**src/rtl/bypass_scoreboard.sv**
```systemverilog
// bypass_scoreboard: in-flight write tracker with youngest-first operand forwarding, load-use stall and writeback.
module bypass_scoreboard #(
    parameter int DW       = 16,
    parameter int NUM_REGS = 16,
    parameter int NUM_READ = 2,
    parameter int DEPTH    = 2,
    parameter int LOAD_LAT = 1,
    parameter int ZERO_REG = 0,
    localparam int RW      = $clog2(NUM_REGS)
) (
    input  logic                   clk_i,
    input  logic                   rst_ni,
    input  logic                   hold_i,
    input  logic                   flush_i,
    input  logic                   ex_valid_i,
    input  logic [RW-1:0]          ex_dest_i,
    input  logic                   ex_is_load_i,
    input  logic [DW-1:0]          ex_result_i,
    input  logic [DW-1:0]          mem_data_i,
    input  logic [NUM_READ*RW-1:0] rd_idx_i,
    input  logic [NUM_READ*DW-1:0] rf_data_i,
    output logic [NUM_READ*DW-1:0] fwd_data_o,
    output logic                   stall_o,
    output logic                   wb_valid_o,
    output logic [RW-1:0]          wb_dest_o,
    output logic [DW-1:0]          wb_data_o,
    output logic [15:0]            stall_count_o
);
    logic [DEPTH:1] vld_q, vld_d, ld_q, ld_d, rdy_q, rdy_d;
    logic [RW-1:0]  dst_q [1:DEPTH];
    logic [RW-1:0]  dst_d [1:DEPTH];
    logic [DW-1:0]  dat_q [1:DEPTH];
    logic [DW-1:0]  dat_d [1:DEPTH];
    logic [15:0]    cnt_q, cnt_d;
    logic [DEPTH:0] e_vld, e_ld, e_rdy;
    logic [RW-1:0]  e_dst [0:DEPTH];
    logic [DW-1:0]  e_dat [0:DEPTH];
    logic [NUM_READ-1:0] port_stall;
    logic           rdy;
    logic [DW-1:0]  val;
    logic [RW-1:0]  idx;

    // Effective stage view: the stage at LOAD_LAT sees its load data live on mem_data_i.
    always_comb begin
        e_vld[0] = ex_valid_i && !(ZERO_REG != 0 && ex_dest_i == '0);
        e_ld[0]  = ex_is_load_i;
        e_rdy[0] = !ex_is_load_i;
        e_dst[0] = ex_dest_i;
        e_dat[0] = ex_result_i;
        for (int k = 1; k <= DEPTH; k++) begin
            e_vld[k] = vld_q[k];
            e_ld[k]  = ld_q[k];
            e_rdy[k] = rdy_q[k] || (e_ld[k] && k == LOAD_LAT);
            e_dst[k] = dst_q[k];
            e_dat[k] = (e_ld[k] && k == LOAD_LAT) ? mem_data_i : dat_q[k];
        end
    end

    always_comb begin
        for (int k = 1; k <= DEPTH; k++) begin
            vld_d[k] = hold_i ? vld_q[k] : e_vld[k-1] && !(k == 1 && flush_i);
            ld_d[k]  = hold_i ? ld_q[k]  : e_ld[k-1];
            rdy_d[k] = hold_i ? rdy_q[k] : e_rdy[k-1];
            dst_d[k] = hold_i ? dst_q[k] : e_dst[k-1];
            dat_d[k] = hold_i ? dat_q[k] : e_dat[k-1];
        end
        cnt_d = (!hold_i && stall_o && cnt_q != 16'hFFFF) ? cnt_q + 16'd1 : cnt_q;
    end

    // Scan oldest to youngest so the youngest match overwrites; a non-ready youngest stalls.
    always_comb begin
        port_stall = '0;
        fwd_data_o = rf_data_i;
        rdy = 1'b1;
        val = '0;
        idx = '0;
        for (int p = 0; p < NUM_READ; p++) begin
            idx = rd_idx_i[p*RW +: RW];
            rdy = 1'b1;
            val = rf_data_i[p*DW +: DW];
            for (int k = DEPTH; k >= 0; k--)
                if (rst_ni && !(ZERO_REG != 0 && idx == '0) && e_vld[k] && e_dst[k] == idx) begin
                    rdy = e_rdy[k];
                    val = e_dat[k];
                end
            port_stall[p] = !rdy;
            fwd_data_o[p*DW +: DW] = val;
        end
    end

    assign stall_o       = |port_stall;
    assign wb_valid_o    = vld_q[DEPTH];
    assign wb_dest_o     = dst_q[DEPTH];
    assign wb_data_o     = e_dat[DEPTH];
    assign stall_count_o = cnt_q;

    always_ff @(posedge clk_i or negedge rst_ni) begin
        if (!rst_ni) begin
            vld_q <= '0;
            ld_q  <= '0;
            rdy_q <= '0;
            dst_q <= '{default: '0};
            dat_q <= '{default: '0};
            cnt_q <= '0;
        end else begin
            vld_q <= vld_d;
            ld_q  <= ld_d;
            rdy_q <= rdy_d;
            dst_q <= dst_d;
            dat_q <= dat_d;
            cnt_q <= cnt_d;
        end
    end
endmodule

```
**config.mk**
```make
export PLATFORM = sky130hd
export DESIGN_NAME = bypass_scoreboard
export DESIGN_NICKNAME = d
export VERILOG_FILES = /design/src/rtl/bypass_scoreboard.sv
export SDC_FILE = /design/constraint.sdc
export NUM_CORES = 1
export LEC_CHECK = 0
export ABC_AREA = 1
export BUFFER_PORTS_ARGS = -buffer_cell sky130_fd_sc_hd__buf_2
export CORE_ASPECT_RATIO = 1.4
export CORE_UTILIZATION = 45
export CTS_CLUSTER_DIAMETER = 60
export DETAILED_ROUTE_END_ITERATION = 16
export GPL_TIMING_DRIVEN = 0
export PLACE_DENSITY = 0.73
export SYNTH_ARGS = -nofsm -noshare
export SYNTH_HDL_FRONTEND = slang
export SYNTH_SLANG_ARGS = --single-unit
```
**constraint.sdc**
```tcl
create_clock -name clk_i -period 2.4 [get_ports clk_i]
set_input_delay 0.24 -clock clk_i [delete_from_list [all_inputs] [get_ports clk_i]]
set_output_delay 0.24 -clock clk_i [all_outputs]
set_load 0.01 [all_outputs]
```
==> flow_metrics.env <==
export IMPL_relSlewSlack=0.579
export IMPL_portBuffers=150
export IMPL_fin_nets=893
export IMPL_num_fill_cells=910
export IMPL_status="finished clean"
export IMPL_crit_family="simple AND/OR/NAND/NOR gates"
export IMPL_fin_total_pwr_w=0.00323
export IMPL_crit_chain="xor2_1 -> nor2_1 -> nand2_1 -> nor2_4 -> buf_6 -> o211ai_1 -> a22oi_2 -> buf_2"
export IMPL_synth_avg_cell_area_um2=6.96
export IMPL_drt_vias_per_instance=5.24
export IMPL_grt_pass1_vias=4738
export IMPL_io_pins=152
export IMPL_seqCellArea_um2=1530
export IMPL_finalNonFillerCells=945
export IMPL_htreeDepth=3
export IMPL_powerDensity_nw_per_um2=555
export IMPL_wl_per_cell_um=16.1
export IMPL_die_h_um=120
export IMPL_syn_inst=645
export IMPL_synth_seq_cells=61
export IMPL_synth_fp_nets=728
export IMPL_period_share=0.966
export IMPL_final_area_um2=5820
export IMPL_diodes=0
export IMPL_root_buffer="clkbuf_16"
export IMPL_cts_tree="done"
export IMPL_period_needed_ns=2.32
export IMPL_grt_pass1_wl_um=23600
export IMPL_synth_cell_types=30
export IMPL_slowest_delay_ns=0.43
export IMPL_clockBufferDepth=2
export IMPL_vdd_drop_max_mv=0.341
export IMPL_min_path_type="in -> reg"
export IMPL_place_gp_congestion=0.891
export IMPL_start_kind="flop"
export IMPL_cts_buffers=9
export IMPL_via_count=4950
export IMPL_antenna_found_initial=0
export IMPL_multi_input_area_um2=2460
export IMPL_rsz0062_at_grt="true"
export IMPL_fp_dieW_um=86.4
export IMPL_layout_drive_gt1_share=0.315
export IMPL_dp_cells=927
export IMPL_grt_start_max_net_pins=62
export IMPL_p_leak_nw=3.11
export IMPL_grt_usage=0.299
export IMPL_hpwlAfterDp_um=11000
export IMPL_row_count=42
export IMPL_synth_seq_area_share=0.340
export IMPL_tightest_slew_ns=0.631
export IMPL_arrival_ns=2.08
export IMPL_placed_area_um2=5410
export IMPL_syn_cell_area_um2=4490
export IMPL_path_class="reg -> out"
export IMPL_clk_insertion_delay_late_ns=0.33
export IMPL_die_area_um2=10400
export IMPL_crit_slowest_cell="dfrtp_2"
export IMPL_final_cell_mix="nand2_1 (183), buf_2 (155), o21ai_0 (73)"
export IMPL_setup_viol=0
export IMPL_drt_iter0_drc=361
export IMPL_layout_commonest_cell="nand2_1"
export IMPL_end_kind="output port"
export IMPL_slew_viol_final=0
export IMPL_core_area_um2=9560
export IMPL_cts_sinks=61
export IMPL_fmax_mhz=431
export IMPL_wl_um=15200
export IMPL_maxCapViolations=0
export IMPL_areaGrowthSynthToFinish_pct=29.7
export IMPL_finClkSkew_ns=0.00359
export IMPL_drt_pass1_iter_count=5
export IMPL_cp_max_fo=10
export IMPL_hold_viol_final=0
export IMPL_required_ns=2.16
export IMPL_grt_overflow_total=0
export IMPL_path_buf_inv=2
export IMPL_drtAntennaViolNets=0
export IMPL_yosys_warnings=0
export IMPL_clk_pin_slew_ns=0.05
export IMPL_start_util=0.469
export IMPL_route_detailed_drc=0
-- where the power goes --
part           internal [W]  total, W  switching, W
sequential          0.00113   0.00123      0.000102
combinational      0.000347  0.000808      0.000461
clock              0.000739   0.00119      0.000447
-- path summary, 6_finish.rpt --
path | startpoint | to | slack [ns] | depth (start not counted)
max in group asynchronous | rst_ni | wb_dest_o[2] | 1.54 | 3
min in group asynchronous | rst_ni | wb_data_o[13] | 0.54 | 3
max | wb_dest_o[2] | fwd_data_o[3] | 0.08 | 8
max reg2reg | stall_count_o[0] | stall_count_o[3] | 0.50 | 9
min | ex_is_load_i | ld_q[1] | 0.16 | 3
min reg2reg | dat_q[19] | dat_q[19] | 0.48 | 2
-- metrics by stage --
| stage | utilization | TNS, ns | worst slack (ns) | hold WS (ns) |
|---|---|---|---|---|
| floorplan | - | 0 | 0.690 | -0.0556 |
| global placement | 0.565 | -37.90 | -0.975 | 0.463 |
| detailed placement | 0.565 | -14.99 | -0.531 | 0.389 |
| CTS | 0.602 | 0 | 0.0101 | 0.159 |
| global route | 0.609 | -0.162 | -0.0375 | 0.196 |
| finish | 0.609 | 0 | 0.0804 | 0.162 |
-- cell type report --
| type | count | share of cell area |
|---|---|---|
| Sequential cell | 61 | 0.263 |
| Buffer | 54 | 0.0593 |
| Timing Repair Buffer | 154 | 0.141 |
| Clock inverter | 2 | 0.00172 |
| Tap cell | 132 | 0.0284 |
| Inverter | 62 | 0.0400 |
| Clock buffer | 12 | 0.0441 |
| Multi-Input combinational cell | 468 | 0.423 |
-- Yosys cell counts --
cell | number | share of area
a22oi_1 | 16 | 0.027
buf_1 | 6 | 0.0050
buf_2 | 10 | 0.011
buf_4 | 21 | 0.035
buf_8 | 1 | 0.0033
clkbuf_1 | 16 | 0.013
dfrtp_1 | 61 | 0.34
ha_1 | 1 | 0.0028
inv_1 | 51 | 0.043
inv_2 | 11 | 0.0092
mux2i_1 | 16 | 0.036
nand2_1 | 184 | 0.15
nand2_2 | 12 | 0.017
nand3_1 | 11 | 0.012
nand3_2 | 4 | 0.0089
nand3_4 | 3 | 0.012
nand3b_1 | 2 | 0.0033
nand4_1 | 20 | 0.028
nand4_2 | 1 | 0.0028
nor2_1 | 57 | 0.048
nor2_2 | 4 | 0.0056
nor2_4 | 2 | 0.0050
nor3_1 | 2 | 0.0022
nor3_2 | 2 | 0.0045
o211ai_1 | 16 | 0.027
o21a_1 | 1 | 0.0017
o21ai_0 | 81 | 0.090
o21ai_1 | 13 | 0.014
xnor2_1 | 12 | 0.023
xor2_1 | 8 | 0.016
-- state kept, by name (all words and copies together) (netlist names) --
register       count
vld_q              2
stall_count_o     16
rdy_q              2
wb_dest_o          4
ld_q               1
dat_q             16
wb_data_o         16
dst_q              4
-- per-layer routing --
metal	part of all wire	GRT usage	wire, µm	up-vias
li1	-	-	-	2410
met1	0.39	0.345	6000	2260
met2	0.50	0.528	7620	245
met3	0.076	0.0585	1160	35
met4	0.028	0.129	424	0
met5	0	0	0	-
-- worst min-delay path, cell delays in order --
cell	delay [ns]
buf_2	0.09
nand2_1	0.07
nand2_1	0.05
-- timing repair --
item | in CTS | in global routing
buffers inserted | 0 | 2
resized for setup | 21 | 28
setup endpoints to repair | 33 | 32
endpoints found under the hold margin | 61 | 0
hold buffers | 2 | 0
pin swaps | 0 | 1
-- kinds of logic after synthesis --
logic type | synth area share
compound gates | 0.160
xor+xnor | 0.0390
fa+ha+maj | 0.00279
buf+inv | 0.120
flops | 0.340
mux | 0.0357
simple gates | 0.302
No activity file was read; power rests on OpenSTA's default activity.
